**config.mk**
```make
export PLATFORM = sky130hd
export DESIGN_NAME = serial_add_arb
export DESIGN_NICKNAME = d
export VERILOG_FILES = /design/src/rtl/serial_add_arb.sv
export SDC_FILE = /design/constraint.sdc
export NUM_CORES = 1
export LEC_CHECK = 0
export CORE_MARGIN = 5
export CORE_UTILIZATION = 43
export DETAILED_ROUTE_END_ITERATION = 8
export PLACE_DENSITY = 0.75
export SLEW_MARGIN = 25
export SYNTH_ARGS = -nofsm -noshare
export SYNTH_HDL_FRONTEND = slang
export SYNTH_SLANG_ARGS = --single-unit
```
**constraint.sdc**
```tcl
create_clock -name clk -period 1.2 [get_ports clk]
set_input_delay 0.24 -clock clk [delete_from_list [all_inputs] [get_ports clk]]
set_output_delay 0.24 -clock clk [all_outputs]
set_load 0.05 [all_outputs]
```
**src/rtl/serial_add_arb.sv**
```systemverilog
// serial_add_arb
//   Two-requester round-robin arbiter in front of a bit-serial adder.
//   A granted requester's operands are captured, then added one bit per
//   cycle (LSB first) over WIDTH cycles; the result is presented with a
//   one-cycle done pulse and held until the next result.
//
//   Optional feature: define SERIAL_ADD_ARB_OVF_EN to add the ovf output
//   (signed two's-complement overflow of the presented result).
//
// Ports
//   clk            rising-edge clock
//   rst_n          synchronous active-low reset
//   req0 / req1    add request from requester 0 / 1
//   a0, b0         operands of requester 0 (WIDTH)
//   a1, b1         operands of requester 1 (WIDTH)
//   gnt0 / gnt1    one-cycle grant (combinational, IDLE only)
//   busy           serial add in progress
//   done           one-cycle result-valid pulse
//   done_id        requester whose result is presented
//   sum, cout      result and final carry (held until next done)
//   ovf            signed overflow (only with SERIAL_ADD_ARB_OVF_EN)
//
// state  | meaning
// -------+---------------------------------------------------
// S_IDLE | waiting for a request; grants issued here only
// S_RUN  | one result bit per cycle, WIDTH cycles
// S_DONE | result presented, done high for this one cycle
module serial_add_arb #(
    parameter int WIDTH = 8
) (
    input  logic             clk,
    input  logic             rst_n,
    input  logic             req0,
    input  logic             req1,
    input  logic [WIDTH-1:0] a0,
    input  logic [WIDTH-1:0] b0,
    input  logic [WIDTH-1:0] a1,
    input  logic [WIDTH-1:0] b1,
    output logic             gnt0,
    output logic             gnt1,
    output logic             busy,
    output logic             done,
    output logic             done_id,
    output logic [WIDTH-1:0] sum,
    output logic             cout
`ifdef SERIAL_ADD_ARB_OVF_EN
    ,
    output logic             ovf
`endif
);

    localparam int CNT_W = $clog2(WIDTH);
    localparam logic [CNT_W-1:0] CNT_LAST = CNT_W'(WIDTH - 1);

    typedef enum logic [1:0] {
        S_IDLE,
        S_RUN,
        S_DONE
    } state_e;

    state_e           state_q, state_d;
    logic [WIDTH-1:0] a_sh_q, a_sh_d;
    logic [WIDTH-1:0] b_sh_q, b_sh_d;
    logic [WIDTH-1:0] acc_q, acc_d;
    logic             carry_q, carry_d;
    logic [CNT_W-1:0] cnt_q, cnt_d;
    logic             last_q, last_d;
    logic [WIDTH-1:0] sum_q, sum_d;
    logic             cout_q, cout_d;
    logic             done_id_q, done_id_d;
`ifdef SERIAL_ADD_ARB_OVF_EN
    logic             ovf_q, ovf_d;
`endif

    // Two cascaded half adders plus OR form the full adder for this bit.
    logic s1, c1, bit_s, carry_nx;
    assign s1       = a_sh_q[0] ^ b_sh_q[0];
    assign c1       = a_sh_q[0] & b_sh_q[0];
    assign bit_s    = s1 ^ carry_q;
    assign carry_nx = c1 | (s1 & carry_q);

    always_comb begin
        state_d   = state_q;
        a_sh_d    = a_sh_q;
        b_sh_d    = b_sh_q;
        acc_d     = acc_q;
        carry_d   = carry_q;
        cnt_d     = cnt_q;
        last_d    = last_q;
        sum_d     = sum_q;
        cout_d    = cout_q;
        done_id_d = done_id_q;
`ifdef SERIAL_ADD_ARB_OVF_EN
        ovf_d     = ovf_q;
`endif
        gnt0      = 1'b0;
        gnt1      = 1'b0;
        busy      = 1'b0;
        done      = 1'b0;

        case (state_q)
            S_IDLE: begin
                // Gated by rst_n so no grant is shown while reset wins the edge.
                // On a tie the requester not served last wins (last_q==1 -> 0 wins).
                if (rst_n) begin
                    if (req0 && (!req1 || last_q)) begin
                        gnt0 = 1'b1;
                    end else if (req1) begin
                        gnt1 = 1'b1;
                    end
                end
                if (gnt0 || gnt1) begin
                    a_sh_d  = gnt1 ? a1 : a0;
                    b_sh_d  = gnt1 ? b1 : b0;
                    carry_d = 1'b0;
                    cnt_d   = '0;
                    last_d  = gnt1;
                    state_d = S_RUN;
                end
            end
            S_RUN: begin
                busy    = 1'b1;
                a_sh_d  = a_sh_q >> 1;
                b_sh_d  = b_sh_q >> 1;
                acc_d   = {bit_s, acc_q[WIDTH-1:1]};
                carry_d = carry_nx;
                cnt_d   = cnt_q + 1'b1;
                if (cnt_q == CNT_LAST) begin
                    // Publish straight from the final bit so the result is
                    // valid in the same cycle done is high.
                    sum_d     = {bit_s, acc_q[WIDTH-1:1]};
                    cout_d    = carry_nx;
                    done_id_d = last_q;
`ifdef SERIAL_ADD_ARB_OVF_EN
                    ovf_d     = carry_q ^ carry_nx;
`endif
                    state_d   = S_DONE;
                end
            end
            S_DONE: begin
                done    = 1'b1;
                state_d = S_IDLE;
            end
            default: begin
                state_d = S_IDLE;
            end
        endcase
    end

    always_ff @(posedge clk) begin
        if (!rst_n) begin
            state_q   <= S_IDLE;
            a_sh_q    <= '0;
            b_sh_q    <= '0;
            acc_q     <= '0;
            carry_q   <= 1'b0;
            cnt_q     <= '0;
            last_q    <= 1'b1;
            sum_q     <= '0;
            cout_q    <= 1'b0;
            done_id_q <= 1'b0;
`ifdef SERIAL_ADD_ARB_OVF_EN
            ovf_q     <= 1'b0;
`endif
        end else begin
            state_q   <= state_d;
            a_sh_q    <= a_sh_d;
            b_sh_q    <= b_sh_d;
            acc_q     <= acc_d;
            carry_q   <= carry_d;
            cnt_q     <= cnt_d;
            last_q    <= last_d;
            sum_q     <= sum_d;
            cout_q    <= cout_d;
            done_id_q <= done_id_d;
`ifdef SERIAL_ADD_ARB_OVF_EN
            ovf_q     <= ovf_d;
`endif
        end
    end

    assign sum     = sum_q;
    assign cout    = cout_q;
    assign done_id = done_id_q;
`ifdef SERIAL_ADD_ARB_OVF_EN
    assign ovf     = ovf_q;
`endif

endmodule

```
==> results of run 1 <==
metrics by stage:
stage | utilization (%) | TNS, ns
floorplan | - | -0.356
global placement | 63.2 | -11.87
detailed placement | 63.2 | -13.16
CTS | 68.2 | -2.48
global route | 72.3 | -3.35
finish | 72.3 | -1.94
power groups by stage:
stage               Combinational (mW)  Clock, mW  Sequential [mW]
floorplan                        0.290          0             1.45
global placement                 0.514          0             1.46
detailed placement               0.524          0             1.46
CTS                              0.553       1.11             1.44
global route                     0.678       1.17             1.44
finish                           0.634       1.11             1.43
cells in the final DEF (no fill, tap or decap), types with 2 or more instances in the layout:
cell,n
sky130_fd_sc_hd__dfxtp_2,2
sky130_fd_sc_hd__dlygate4sd2_1,3
sky130_fd_sc_hd__nor3_4,2
sky130_fd_sc_hd__a21boi_0,6
sky130_fd_sc_hd__and2_4,2
sky130_fd_sc_hd__a21boi_2,5
sky130_fd_sc_hd__buf_4,13
sky130_fd_sc_hd__nor2_4,2
sky130_fd_sc_hd__mux2i_1,15
sky130_fd_sc_hd__buf_12,18
sky130_fd_sc_hd__a21oi_1,3
sky130_fd_sc_hd__nor2_1,2
sky130_fd_sc_hd__ha_4,2
sky130_fd_sc_hd__a21boi_1,9
sky130_fd_sc_hd__dfxtp_1,35
sky130_fd_sc_hd__nand2_2,5
sky130_fd_sc_hd__clkdlybuf4s50_1,32
sky130_fd_sc_hd__clkbuf_16,2
sky130_fd_sc_hd__buf_6,11
sky130_fd_sc_hd__clkbuf_8,5
sky130_fd_sc_hd__o221ai_2,13
sky130_fd_sc_hd__dfxtp_4,3
sky130_fd_sc_hd__nand3_2,3
sky130_fd_sc_hd__nand2_1,63
sky130_fd_sc_hd__o211ai_1,2
critical path, delay by kind of cell, from the launching register on:
kind                   cells  cell delay [ns]
flip-flops                 1             0.33
AND/OR/NAND/NOR            3             0.31
buffers and inverters      2             0.30
sequential cells by signal, summed over array words and instances (netlist names):
register / flops
acc_q: 7
a_sh_q: 8
cnt_q: 3
cout: 1
done_id: 1
sum: 8
last_q: 1
b_sh_q: 8
carry_q: 1
state_q: 2
cell families (layout without fill, tap and decap cells):
| kind of cell | Yosys count | in the layout | synth area share, % |
|---|---|---|---|
| and+or+nand+nor | 86 | 86 | 19.1 |
| muxes | 16 | 16 | 8.50 |
| DFF | 40 | 40 | 42.5 |
| AOI/OAI and AO/OA | 44 | 44 | 21.6 |
| buffers and inverters | 16 | 89 | 5.85 |
| adders and majority gates | 3 | 3 | 2.39 |
worst max-delay path by stage:
stage,start,to,slack [ns]
finish,last_q,gnt1,-0.28
global route,last_q,gnt1,-0.34
CTS,last_q,gnt1,-0.29
detailed placement,req1,a_sh_q[2],-0.52
global placement,rst_n,gnt0,-0.47
floorplan,last_q,gnt1,-0.19
layer usage:
metal / routed length (um) / up-vias / GRT usage [%] / share of wire (%)
met5: 0 / - / 0 / 0
met1: 2080 / 820 / 20.0 / 41
met2: 2640 / 42 / 27.2 / 52
met4: 108 / 0 / 6.99 / 2.1
met3: 246 / 7 / 5.08 / 4.8
li1: - / 856 / - / -
cell type report:
class	count	area, sq um	share of cell area [%]
Inverter	2	10.0	0.322
Clock buffer	6	72.6	2.34
Tap cell	52	65.1	2.09
Timing Repair Buffer	79	978	31.5
Multi-Input combinational cell	149	1130	36.4
Clock inverter	2	35.0	1.13
Sequential cell	40	815	26.2
repair_timing:
action / 4_1_cts / 5_1_grt
pin swaps: 1 / 14
setup endpoints to repair: 33 / 35
resized for setup: 27 / 37
cloned: 0 / 2
setup buffers: 4 / 4
==> impl_metrics.prom, run 1 <==
# TYPE chip_impl_metric gauge
chip_impl_metric{name="timing.slew.headroom",unit="%"} 78.6
chip_impl_metric{name="total_cts_buffers",unit=""} 5
chip_impl_metric{name="cp.required",unit="ns"} 0.96
chip_impl_metric{name="drt_pass1_iterations",unit=""} 4
chip_impl_metric{name="p_int",unit="mW"} 2.36
chip_impl_metric{name="clock_sink_count",unit=""} 40
chip_impl_info{name="cts_tree",value="yes"} 1
chip_impl_metric{name="hold-path-cell-count",unit=""} 2
chip_impl_metric{name="timing.critical_path.slowest_cell_delay",unit="ns"} 0.33
chip_impl_metric{name="drt-initial-drc-count",unit=""} 124
chip_impl_metric{name="clockPowerShare",unit="%"} 34.8
chip_impl_metric{name="die_width",unit="um"} 76.2
chip_impl_info{name="rr_endpoint",value="a_sh_q[2]"} 1
chip_impl_metric{name="timing_max_transition_violations_final",unit=""} 0
chip_impl_metric{name="peak_freq",unit="MHz"} 674
chip_impl_metric{name="synth_sequential_area_ratio",unit="%"} 42.5
chip_impl_metric{name="hold-worst-slack",unit="ns"} 0.452
chip_impl_metric{name="finalClockSkew",unit="ns"} 0.00495
chip_impl_metric{name="final.min_clock_period",unit="ns"} 1.48
chip_impl_metric{name="grt_antenna_before_repair",unit=""} 0
chip_impl_metric{name="final_cell_count_no_fill",unit=""} 330
chip_impl_metric{name="synth.cell_area",unit="sq um"} 1880
chip_impl_metric{name="postSynthCellCount",unit=""} 205
chip_impl_metric{name="p_switching",unit="uW"} 812
chip_impl_metric{name="core-area",unit="sq um"} 4290
chip_impl_info{name="worstSetupStartpointType",value="register"} 1
chip_impl_metric{name="peakVddDrop",unit="uV"} 548
chip_impl_info{name="synth.most_common_cell",value="sky130_fd_sc_hd__nand2_1"} 1
chip_impl_metric{name="postPlaceCellArea",unit="sq um"} 2710
chip_impl_info{name="yosys_most_used_dff",value="sky130_fd_sc_hd__dfxtp_1"} 1
chip_impl_metric{name="cp_max_fo",unit=""} 2
chip_impl_metric{name="postRouteAntennaNets",unit=""} 0
chip_impl_info{name="min_delay_worst_endpoint",value="sum[0]"} 1
chip_impl_info{name="synth_top_cell_by_area",value="sky130_fd_sc_hd__dfxtp_1"} 1
chip_impl_metric{name="placedCellCount",unit=""} 314
chip_impl_metric{name="drive_above_1_share",unit="%"} 35.3
chip_impl_metric{name="pre_cts_slack",unit="ns"} -0.519
chip_impl_info{name="min-delay-start",value="acc_q[1]"} 1
chip_impl_metric{name="largest_net_degree_at_the_start_of_global_routing",unit=""} 25
chip_impl_metric{name="p_leak",unit="nW"} 1.21
chip_impl_metric{name="max-clock-path-buffers",unit=""} 2
chip_impl_metric{name="floorplan.die.height",unit="um"} 76.2
chip_impl_info{name="critical_path.reg2reg.startpoint",value="state_q[0]"} 1
chip_impl_metric{name="hold_buffers",unit=""} 0
chip_impl_info{name="result_of_the_run",value="finished with violations"} 1
chip_impl_info{name="hold_path.class",value="register to register"} 1
chip_impl_info{name="synth.top_cells.by_area",value="sky130_fd_sc_hd__dfxtp_1 (43%), sky130_fd_sc_hd__nand2_1 (14%), sky130_fd_sc_hd__mux2i_1 (8.5%)"} 1
chip_impl_info{name="grt_setup_unrepaired",value="true"} 1
chip_impl_info{name="violations",value="setup timing"} 1
chip_impl_metric{name="async_set_reset_flop_share_out_of_synthesis",unit="%"} 0
chip_impl_metric{name="grt_usage",unit="%"} 16.6
chip_impl_metric{name="floorplan.rows",unit=""} 24
chip_impl_metric{name="syn_avg_cell_area",unit="sq um"} 9.19
chip_impl_metric{name="design.final.nets",unit=""} 316
chip_impl_metric{name="yosys_register_bits",unit=""} 40
chip_impl_metric{name="report.power.total",unit="mW"} 3.17
chip_impl_metric{name="synth_top_area_share",unit="%"} 42.5
chip_impl_metric{name="clk_pin_slew",unit="ns"} 0.08
chip_impl_metric{name="cts_max_level",unit=""} 2
chip_impl_metric{name="initial_utilization",unit="%"} 43.9
chip_impl_metric{name="routabilityCongestion",unit=""} 0.767
chip_impl_metric{name="io_buffer_count",unit=""} 49
chip_impl_metric{name="detailedPlacementHpwl",unit="um"} 3130
chip_impl_metric{name="tightestPinTransition",unit="ns"} 0.319
chip_impl_metric{name="timing.reg2reg.setup_slack",unit="ns"} -0.11
chip_impl_metric{name="overflow",unit=""} 0
chip_impl_metric{name="drt-total-wl",unit="um"} 5080
chip_impl_metric{name="ioPinCount",unit=""} 50
chip_impl_metric{name="ys_warn_count",unit=""} 0
chip_impl_metric{name="route.vias.total",unit=""} 1725
chip_impl_metric{name="drcViolationCount",unit=""} 0
chip_impl_metric{name="reg2regPathDepth",unit=""} 4
chip_impl_metric{name="final_design_area_no_fill",unit="sq um"} 3110
chip_impl_metric{name="global_route_wire_length_before_repair",unit="um"} 7910
chip_impl_metric{name="share_seq_of_total_power",unit="%"} 45.2
chip_impl_metric{name="synth_enable_flop_cells",unit=""} 0
chip_impl_metric{name="p_comb_share",unit="%"} 20.0
chip_impl_metric{name="critPathArrivalTime",unit="ns"} 1.24
chip_impl_info{name="worstSetupEndpointType",value="primary output"} 1
chip_impl_info{name="ctsRootBufferMaster",value="sky130_fd_sc_hd__clkbuf_8"} 1
chip_impl_info{name="slowest_stage",value="sky130_fd_sc_hd__dfxtp_2"} 1
chip_impl_metric{name="yosys.cell_types.count",unit=""} 33
chip_impl_metric{name="timing.final.ws_setup",unit="ns"} -0.283
chip_impl_metric{name="final-setup-viol-count",unit=""} 22
chip_impl_metric{name="area_delta_synth_final",unit="%"} 65.0
chip_impl_metric{name="vias_in_the_first_global_route",unit=""} 1706
chip_impl_metric{name="viasPerCell",unit=""} 5.23
chip_impl_metric{name="power.density",unit="nW/um^2"} 1020
chip_impl_info{name="timing.critical_path.cells",value="nand2_2 > nand3_4 > buf_6 > nor3_4 > buf_12"} 1
chip_impl_info{name="criticalPathCategory",value="register to primary output"} 1
chip_impl_metric{name="mappedNetlistNets",unit=""} 244
chip_impl_metric{name="p_sw_share",unit="%"} 25.6
chip_impl_metric{name="antenna_diode_instance_count",unit=""} 0
chip_impl_info{name="synth_top_cells_by_count",value="sky130_fd_sc_hd__nand2_1 (68), sky130_fd_sc_hd__dfxtp_1 (40), sky130_fd_sc_hd__a21boi_0 (19), sky130_fd_sc_hd__mux2i_1 (16), sky130_fd_sc_hd__o221ai_2 (10)"} 1
chip_impl_metric{name="routed_wire_length_per_instance",unit="um"} 15.4
chip_impl_metric{name="maxCapViolations",unit=""} 0
chip_impl_metric{name="min_period_over_period",unit="%"} 124
chip_impl_metric{name="floorplan.die_area",unit="sq um"} 5800
chip_impl_metric{name="worstSkewPairLatency",unit="ns"} 0.30
chip_impl_metric{name="final_hold_viol_count",unit=""} 0
chip_impl_metric{name="filler_instances",unit=""} 298
Note: power is estimated with default switching activity, not from simulation.
==> run 2, diff against run 1 <==
--- a/config.mk
+++ b/config.mk
@@ -6,9 +6,9 @@
 export NUM_CORES = 1
 export LEC_CHECK = 0
 export CORE_MARGIN = 5
-export CORE_UTILIZATION = 43
+export CORE_UTILIZATION = 40
 export DETAILED_ROUTE_END_ITERATION = 8
-export PLACE_DENSITY = 0.75
+export PLACE_DENSITY = 0.71
 export SLEW_MARGIN = 25
 export SYNTH_ARGS = -nofsm -noshare
 export SYNTH_HDL_FRONTEND = slang
==> run 2 against run 1 <==
The flow still finishes with violations (setup timing). Maximum frequency increased by 1.7%. Register-to-register slack got worse by 0.04 ns. First-iteration DRC count decreased by 40%. Flip-flop and latch count unchanged. Critical path depth unchanged. Via count decreased by 2.1%. Sequential share of layout area increased by 0.78 points. Die area increased by 6.5%. Cell count increased by 0.91%. Clock skew increased by 0.00081 ns. Largest cell class unchanged.
==> impl_metrics.prom, run 2 (synthesis gave the netlist of run 1 again) <==
# TYPE chip_impl_metric gauge
chip_impl_metric{name="timing.slew.headroom",unit="%"} 82.3
chip_impl_metric{name="final_cell_count_no_fill",unit=""} 333
chip_impl_metric{name="final_core_util",unit="%"} 64.6
chip_impl_metric{name="final-setup-viol-count",unit=""} 23
chip_impl_metric{name="core-area",unit="sq um"} 4660
chip_impl_metric{name="power.density",unit="nW/um^2"} 983
chip_impl_metric{name="max-clock-path-buffers",unit=""} 2
chip_impl_metric{name="drt_pass1_iterations",unit=""} 4
chip_impl_info{name="result_of_the_run",value="finished with violations"} 1
chip_impl_metric{name="cp_max_fo",unit=""} 2
chip_impl_metric{name="clock_sink_count",unit=""} 40
chip_impl_info{name="critical_path_source",value="last_q"} 1
chip_impl_metric{name="wl_met3",unit="um"} 188
chip_impl_info{name="worstSetupEndpointType",value="primary output"} 1
chip_impl_metric{name="min_period_over_period",unit="%"} 122
chip_impl_metric{name="critPathBufInv",unit=""} 2
chip_impl_metric{name="met1_length",unit="um"} 2030
chip_impl_metric{name="p_leak",unit="nW"} 1.19
chip_impl_metric{name="timing.final.ws_setup",unit="ns"} -0.259
chip_impl_info{name="hold_path.class",value="register to register"} 1
chip_impl_metric{name="reg2regPathDepth",unit=""} 5
chip_impl_metric{name="route.vias.total",unit=""} 1688
chip_impl_info{name="violations",value="setup timing"} 1
chip_impl_metric{name="peakVddDrop",unit="uV"} 454
chip_impl_metric{name="final_hold_viol_count",unit=""} 0
chip_impl_metric{name="timing.critical_path.slowest_cell_delay",unit="ns"} 0.33
chip_impl_info{name="min-delay-start",value="acc_q[1]"} 1
chip_impl_info{name="commonest_non_fill_non_tap_cell_in_the_layout",value="sky130_fd_sc_hd__nand2_1"} 1
chip_impl_metric{name="ioPinCount",unit=""} 50
chip_impl_metric{name="hold_buffers",unit=""} 0
chip_impl_metric{name="finalClockSkew",unit="ns"} 0.00576
chip_impl_info{name="grt_setup_unrepaired",value="true"} 1
chip_impl_info{name="worstSetupStartpointType",value="register"} 1
chip_impl_info{name="ctsRootBufferMaster",value="sky130_fd_sc_hd__clkbuf_8"} 1
chip_impl_metric{name="overflow",unit=""} 0
chip_impl_info{name="timing.critical_path.cells",value="nand2_2 > nand3_4 > buf_6 > nor3_4 > buf_12"} 1
chip_impl_metric{name="met2_length",unit="um"} 2250
chip_impl_metric{name="filler_instances",unit=""} 380
chip_impl_metric{name="initial_utilization",unit="%"} 40.4
chip_impl_metric{name="timing.reg2reg.setup_slack",unit="ns"} -0.15
chip_impl_metric{name="critPathArrivalTime",unit="ns"} 1.22
chip_impl_info{name="critical_path.reg2reg.startpoint",value="state_q[1]"} 1
chip_impl_metric{name="cp_num_cells",unit=""} 5
chip_impl_metric{name="clk_pin_slew",unit="ns"} 0.07
chip_impl_metric{name="drcViolationCount",unit=""} 0
chip_impl_metric{name="drive_above_1_share",unit="%"} 33.0
chip_impl_info{name="worstSetupEndpoint",value="gnt1"} 1
chip_impl_metric{name="cp.required",unit="ns"} 0.96
chip_impl_info{name="layout_common_cells",value="sky130_fd_sc_hd__nand2_1 (65), sky130_fd_sc_hd__dfxtp_1 (34), sky130_fd_sc_hd__clkdlybuf4s50_1 (32)"} 1
chip_impl_metric{name="largest_net_degree_at_the_start_of_global_routing",unit=""} 18
chip_impl_metric{name="drt-initial-drc-count",unit=""} 74
chip_impl_metric{name="area_delta_synth_final",unit="%"} 60.0
chip_impl_metric{name="postRouteAntennaNets",unit=""} 0
chip_impl_metric{name="maxCapViolations",unit=""} 0
chip_impl_metric{name="area.sequential",unit="sq um"} 813
chip_impl_metric{name="global_route_wire_length_before_repair",unit="um"} 7460
chip_impl_info{name="slowest_stage",value="sky130_fd_sc_hd__dfxtp_2"} 1
chip_impl_metric{name="timing.setup.tns",unit="ns"} -2.90
chip_impl_metric{name="viasPerCell",unit=""} 5.07
chip_impl_metric{name="floorplan.die.height",unit="um"} 78.6
chip_impl_info{name="cts_tree",value="yes"} 1
chip_impl_metric{name="peak_freq",unit="MHz"} 686
chip_impl_metric{name="io_buffer_count",unit=""} 49
chip_impl_metric{name="total_cts_buffers",unit=""} 5
chip_impl_info{name="criticalPathCategory",value="register to primary output"} 1
chip_impl_metric{name="routabilityCongestion",unit=""} 0.746
chip_impl_info{name="worst_path_dominant_cell_family",value="flip-flops"} 1
chip_impl_metric{name="timing_max_transition_violations_final",unit=""} 0
chip_impl_info{name="top_layer",value="met4"} 1
chip_impl_info{name="rr_endpoint",value="a_sh_q[0]"} 1
chip_impl_metric{name="grt_usage",unit="%"} 15.0
chip_impl_metric{name="tightestPinTransition",unit="ns"} 0.263
chip_impl_metric{name="placedCellCount",unit=""} 316
chip_impl_metric{name="cts_max_level",unit=""} 2
chip_impl_metric{name="drt-total-wl",unit="um"} 4560
chip_impl_metric{name="worstSkewPairLatency",unit="ns"} 0.29
chip_impl_metric{name="grt_antenna_before_repair",unit=""} 0
chip_impl_metric{name="die_width",unit="um"} 78.6
chip_impl_metric{name="final.min_clock_period",unit="ns"} 1.46
chip_impl_metric{name="design.final.nets",unit=""} 317
chip_impl_metric{name="vias_in_the_first_global_route",unit=""} 1637
chip_impl_metric{name="floorplan.die_area",unit="sq um"} 6180
chip_impl_metric{name="routed_wire_length_per_instance",unit="um"} 13.7
chip_impl_metric{name="antenna_diode_instance_count",unit=""} 0
chip_impl_metric{name="hold-worst-slack",unit="ns"} 0.471
chip_impl_metric{name="multi_input_comb_area",unit="sq um"} 1090
chip_impl_metric{name="floorplan.rows",unit=""} 25
chip_impl_metric{name="detailedPlacementHpwl",unit="um"} 3160
[run 2: changes by cell type in the layout (fill, tap and decap cells not counted), moves of 2 or more]
cell,previous run,this run
sky130_fd_sc_hd__buf_4,13,17
sky130_fd_sc_hd__clkbuf_16,2,0
sky130_fd_sc_hd__nand2_2,5,3
sky130_fd_sc_hd__nand2_1,63,65
sky130_fd_sc_hd__dfxtp_2,2,4
sky130_fd_sc_hd__a21boi_2,5,1
sky130_fd_sc_hd__nor2_4,2,0
sky130_fd_sc_hd__buf_6,11,9
sky130_fd_sc_hd__buf_12,18,16
sky130_fd_sc_hd__a21boi_0,6,11
[run 2: worst min-delay path by stage]
stage | cells past startpoint | endpoint
after floorplan | 2 | a_sh_q[0]
after global placement | 2 | a_sh_q[4]
after detailed placement | 2 | a_sh_q[4]
after CTS | 2 | a_sh_q[4]
after global routing | 2 | cnt_q[1]
final | 2 | acc_q[1]
[run 2: metrics by stage]
stage / worst slack [ns] / instance area, sq um / power, mW
2_1_floorplan: -0.188 / 1910 / 1.75
3_3_place_gp: -0.501 / 2690 / 1.98
3_5_place_dp: -0.516 / 2690 / 1.99
4_1_cts: -0.273 / 2950 / 2.97
5_1_grt: -0.305 / 3010 / 3.09
6_report: -0.259 / 3010 / 2.96
[run 2: metal layers]
metal  track usage (%)  vias to the layer above
met1              18.8                      789
met4              6.82                        0
li1                  -                      857
met5                 0                        -
met2              25.0                       34
met3              2.41                        8
[run 2: area by class of cell]
cell class / count / area share, %
multi-input combinational: 150 / 36.3
timing repair buffer: 79 / 31.1
sequential: 40 / 27.0
clock buffer: 8 / 2.99
tap: 54 / 2.24
inverter: 2 / 0.332
[run 2: worst register-to-register path, delay by kind of cell, from the launching register on]
kind,cells,cell delay (ns)
compound gates,1,0.13
buf+inv,3,0.40
simple gates,1,0.38
flops,1,0.36
[run 2: where the power goes]
part           switching (mW)  internal [mW]
clock network           0.454          0.469
logic                   0.268          0.340
registers              0.0406           1.39
[run 2: what timing repair did]
| action | in CTS | in global routing |
|---|---|---|
| resized for setup | 40 | 11 |
| cloned | 1 | 1 |
| pin swaps | 8 | 6 |
| endpoints found under the setup margin | 34 | 35 |
| buffers inserted | 4 | 3 |
==> run 3, diff against run 2 <==
--- a/config.mk
+++ b/config.mk
@@ -6,10 +6,11 @@
 export NUM_CORES = 1
 export LEC_CHECK = 0
 export CORE_MARGIN = 5
-export CORE_UTILIZATION = 40
+export CORE_UTILIZATION = 43
+export CTS_BUF_LIST = sky130_fd_sc_hd__clkbuf_4
 export DETAILED_ROUTE_END_ITERATION = 8
-export PLACE_DENSITY = 0.71
-export SLEW_MARGIN = 25
+export PLACE_DENSITY = 0.75
+export SLEW_MARGIN = 15
 export SYNTH_ARGS = -nofsm -noshare
 export SYNTH_HDL_FRONTEND = slang
 export SYNTH_SLANG_ARGS = --single-unit
==> run 3 against run 2 <==
The flow still finishes with violations (setup timing). Global-route usage up 0.60 points. Die area down 6.1%. Clock skew up 0.00075 ns. Critical endpoint unchanged. Largest cell class unchanged.
==> impl_metrics.prom, run 3 (synthesis gave the netlist of run 1 again) <==
# TYPE chip_impl_metric gauge
chip_impl_info{name="result_of_the_run",value="finished with violations"} 1
chip_impl_info{name="violations",value="setup timing"} 1
chip_impl_metric{name="min_period_over_period",unit="%"} 128
chip_impl_metric{name="area.sequential",unit="sq um"} 812
chip_impl_info{name="hold_path.class",value="register to register"} 1
chip_impl_metric{name="drt-initial-drc-count",unit=""} 108
chip_impl_metric{name="initial_utilization",unit="%"} 43.9
chip_impl_info{name="layout_common_cells",value="sky130_fd_sc_hd__nand2_1 (62), sky130_fd_sc_hd__dfxtp_1 (35), sky130_fd_sc_hd__clkdlybuf4s50_1 (32)"} 1
chip_impl_metric{name="routed_wire_length_per_instance",unit="um"} 15.4
chip_impl_info{name="slowest_stage",value="sky130_fd_sc_hd__dfxtp_2"} 1
chip_impl_metric{name="ioPinCount",unit=""} 50
chip_impl_info{name="timing.critical_path.cells",value="nand2_2 > nand3_4 > buf_6 > nor3_4 > buf_12"} 1
chip_impl_metric{name="vias_in_the_first_global_route",unit=""} 1656
chip_impl_metric{name="worstSkewPairLatency",unit="ns"} 0.35
chip_impl_info{name="grt_setup_unrepaired",value="true"} 1
chip_impl_metric{name="clk_pin_slew",unit="ns"} 0.12
chip_impl_metric{name="antenna_diode_instance_count",unit=""} 0
chip_impl_metric{name="max-clock-path-buffers",unit=""} 2
chip_impl_metric{name="die_width",unit="um"} 76.2
chip_impl_metric{name="total_cts_buffers",unit=""} 5
chip_impl_metric{name="final_hold_viol_count",unit=""} 0
chip_impl_metric{name="viasPerCell",unit=""} 5.29
chip_impl_metric{name="floorplan.die_area",unit="sq um"} 5800
chip_impl_metric{name="timing.critical_path.slowest_cell_delay",unit="ns"} 0.34
chip_impl_metric{name="p_leak",unit="nW"} 1.20
chip_impl_metric{name="clock_sink_count",unit=""} 40
chip_impl_metric{name="detailedPlacementHpwl",unit="um"} 3130
chip_impl_metric{name="multi_input_comb_area",unit="sq um"} 1130
chip_impl_metric{name="final_core_util",unit="%"} 70.9
chip_impl_info{name="worstSetupEndpointType",value="primary output"} 1
chip_impl_metric{name="peakVddDrop",unit="uV"} 632
chip_impl_info{name="cts_tree",value="yes"} 1
chip_impl_metric{name="route.vias.total",unit=""} 1734
chip_impl_metric{name="floorplan.rows",unit=""} 24
chip_impl_info{name="criticalPathCategory",value="register to primary output"} 1
chip_impl_metric{name="timing.slew.headroom",unit="%"} 81.2
chip_impl_metric{name="drcViolationCount",unit=""} 0
chip_impl_metric{name="grt_antenna_before_repair",unit=""} 0
chip_impl_metric{name="drt-total-wl",unit="um"} 5050
chip_impl_metric{name="power.density",unit="nW/um^2"} 969
chip_impl_metric{name="cp_max_fo",unit=""} 2
chip_impl_metric{name="io_buffer_count",unit=""} 49
chip_impl_metric{name="core-area",unit="sq um"} 4290
chip_impl_metric{name="timing.final.ws_setup",unit="ns"} -0.334
chip_impl_metric{name="drt_pass1_iterations",unit=""} 4
chip_impl_metric{name="design.final.nets",unit=""} 314
chip_impl_metric{name="largest_net_degree_at_the_start_of_global_routing",unit=""} 25
chip_impl_metric{name="finalClockSkew",unit="ns"} 0.00651
chip_impl_metric{name="final-setup-viol-count",unit=""} 31
chip_impl_metric{name="filler_instances",unit=""} 304
chip_impl_metric{name="hold-worst-slack",unit="ns"} 0.459
chip_impl_metric{name="cp.required",unit="ns"} 0.96
chip_impl_metric{name="area_delta_synth_final",unit="%"} 61.7
chip_impl_info{name="commonest_non_fill_non_tap_cell_in_the_layout",value="sky130_fd_sc_hd__nand2_1"} 1
chip_impl_info{name="worstSetupStartpointType",value="register"} 1
chip_impl_metric{name="hold_buffers",unit=""} 0
chip_impl_metric{name="cts_max_level",unit=""} 2
chip_impl_metric{name="overflow",unit=""} 0
chip_impl_metric{name="grt_usage",unit="%"} 15.6
chip_impl_metric{name="maxCapViolations",unit=""} 0
chip_impl_metric{name="tightestPinTransition",unit="ns"} 0.280
chip_impl_metric{name="peak_freq",unit="MHz"} 652
chip_impl_metric{name="timing_max_transition_violations_final",unit=""} 0
chip_impl_metric{name="critPathArrivalTime",unit="ns"} 1.29
chip_impl_metric{name="drive_above_1_share",unit="%"} 34.4
chip_impl_info{name="ctsRootBufferMaster",value="sky130_fd_sc_hd__clkbuf_4"} 1
chip_impl_metric{name="postRouteAntennaNets",unit=""} 0
chip_impl_metric{name="routabilityCongestion",unit=""} 0.767
chip_impl_metric{name="floorplan.die.height",unit="um"} 76.2
chip_impl_metric{name="final.min_clock_period",unit="ns"} 1.53
chip_impl_metric{name="global_route_wire_length_before_repair",unit="um"} 7560
-- run 3: per-layer routing --
layer	global-route usage [%]	vias to the layer above	routed length, um
li1	-	851	-
met4	6.99	0	126
met2	25.3	54	2640
met1	19.3	816	2040
met3	4.02	13	234
met5	0	-	0
-- run 3: final cells by class --
cell class / instances / area share (%)
Inverter: 2 / 0.329
Clock inverter: 2 / 1.15
Timing Repair Buffer: 76 / 31.3
Sequential cell: 40 / 26.7
Clock buffer: 6 / 1.48
Multi-Input combinational cell: 150 / 37.0
Tap cell: 52 / 2.14
-- run 3: worst paths after layout --
path                   start         to  slack [ns]  cells past startpoint
setup / recovery      last_q       gnt1       -0.33                      5
hold / removal      acc_q[1]     sum[0]        0.46                      2
setup reg to reg  state_q[1]  b_sh_q[1]       -0.08                      4
hold reg to reg     acc_q[1]     sum[0]        0.46                      2
-- run 3: power breakdown --
group | internal (mW) | switching, mW
sequential | 1.39 | 0.0498
combinational | 0.344 | 0.270
clock | 0.459 | 0.439
-- run 3: worst max-delay path, delay by kind of cell, from the launching register on --
| family | cells | cell delay, ns |
|---|---|---|
| flip-flops | 1 | 0.34 |
| AND/OR/NAND/NOR | 3 | 0.30 |
| buffers and inverters | 2 | 0.29 |
-- run 3: through the flow --
step	cells	total power, mW	setup TNS, ns	cell area, sq um	setup WS, ns
after global routing	328	3.06	-3.81	3050	-0.404
after floorplan	205	1.75	-0.356	1910	-0.188
after detailed placement	314	1.99	-13.16	2710	-0.519
final	328	2.95	-2.24	3050	-0.334
after global placement	314	1.98	-11.87	2710	-0.474
after CTS	324	2.89	-2.82	2880	-0.352
-- run 3: repair_timing --
action,4_1_cts,5_1_grt
endpoints found under the setup margin,33,36
buffers inserted,2,3
pin swaps,1,11
cloned,0,3
resized for setup,28,33
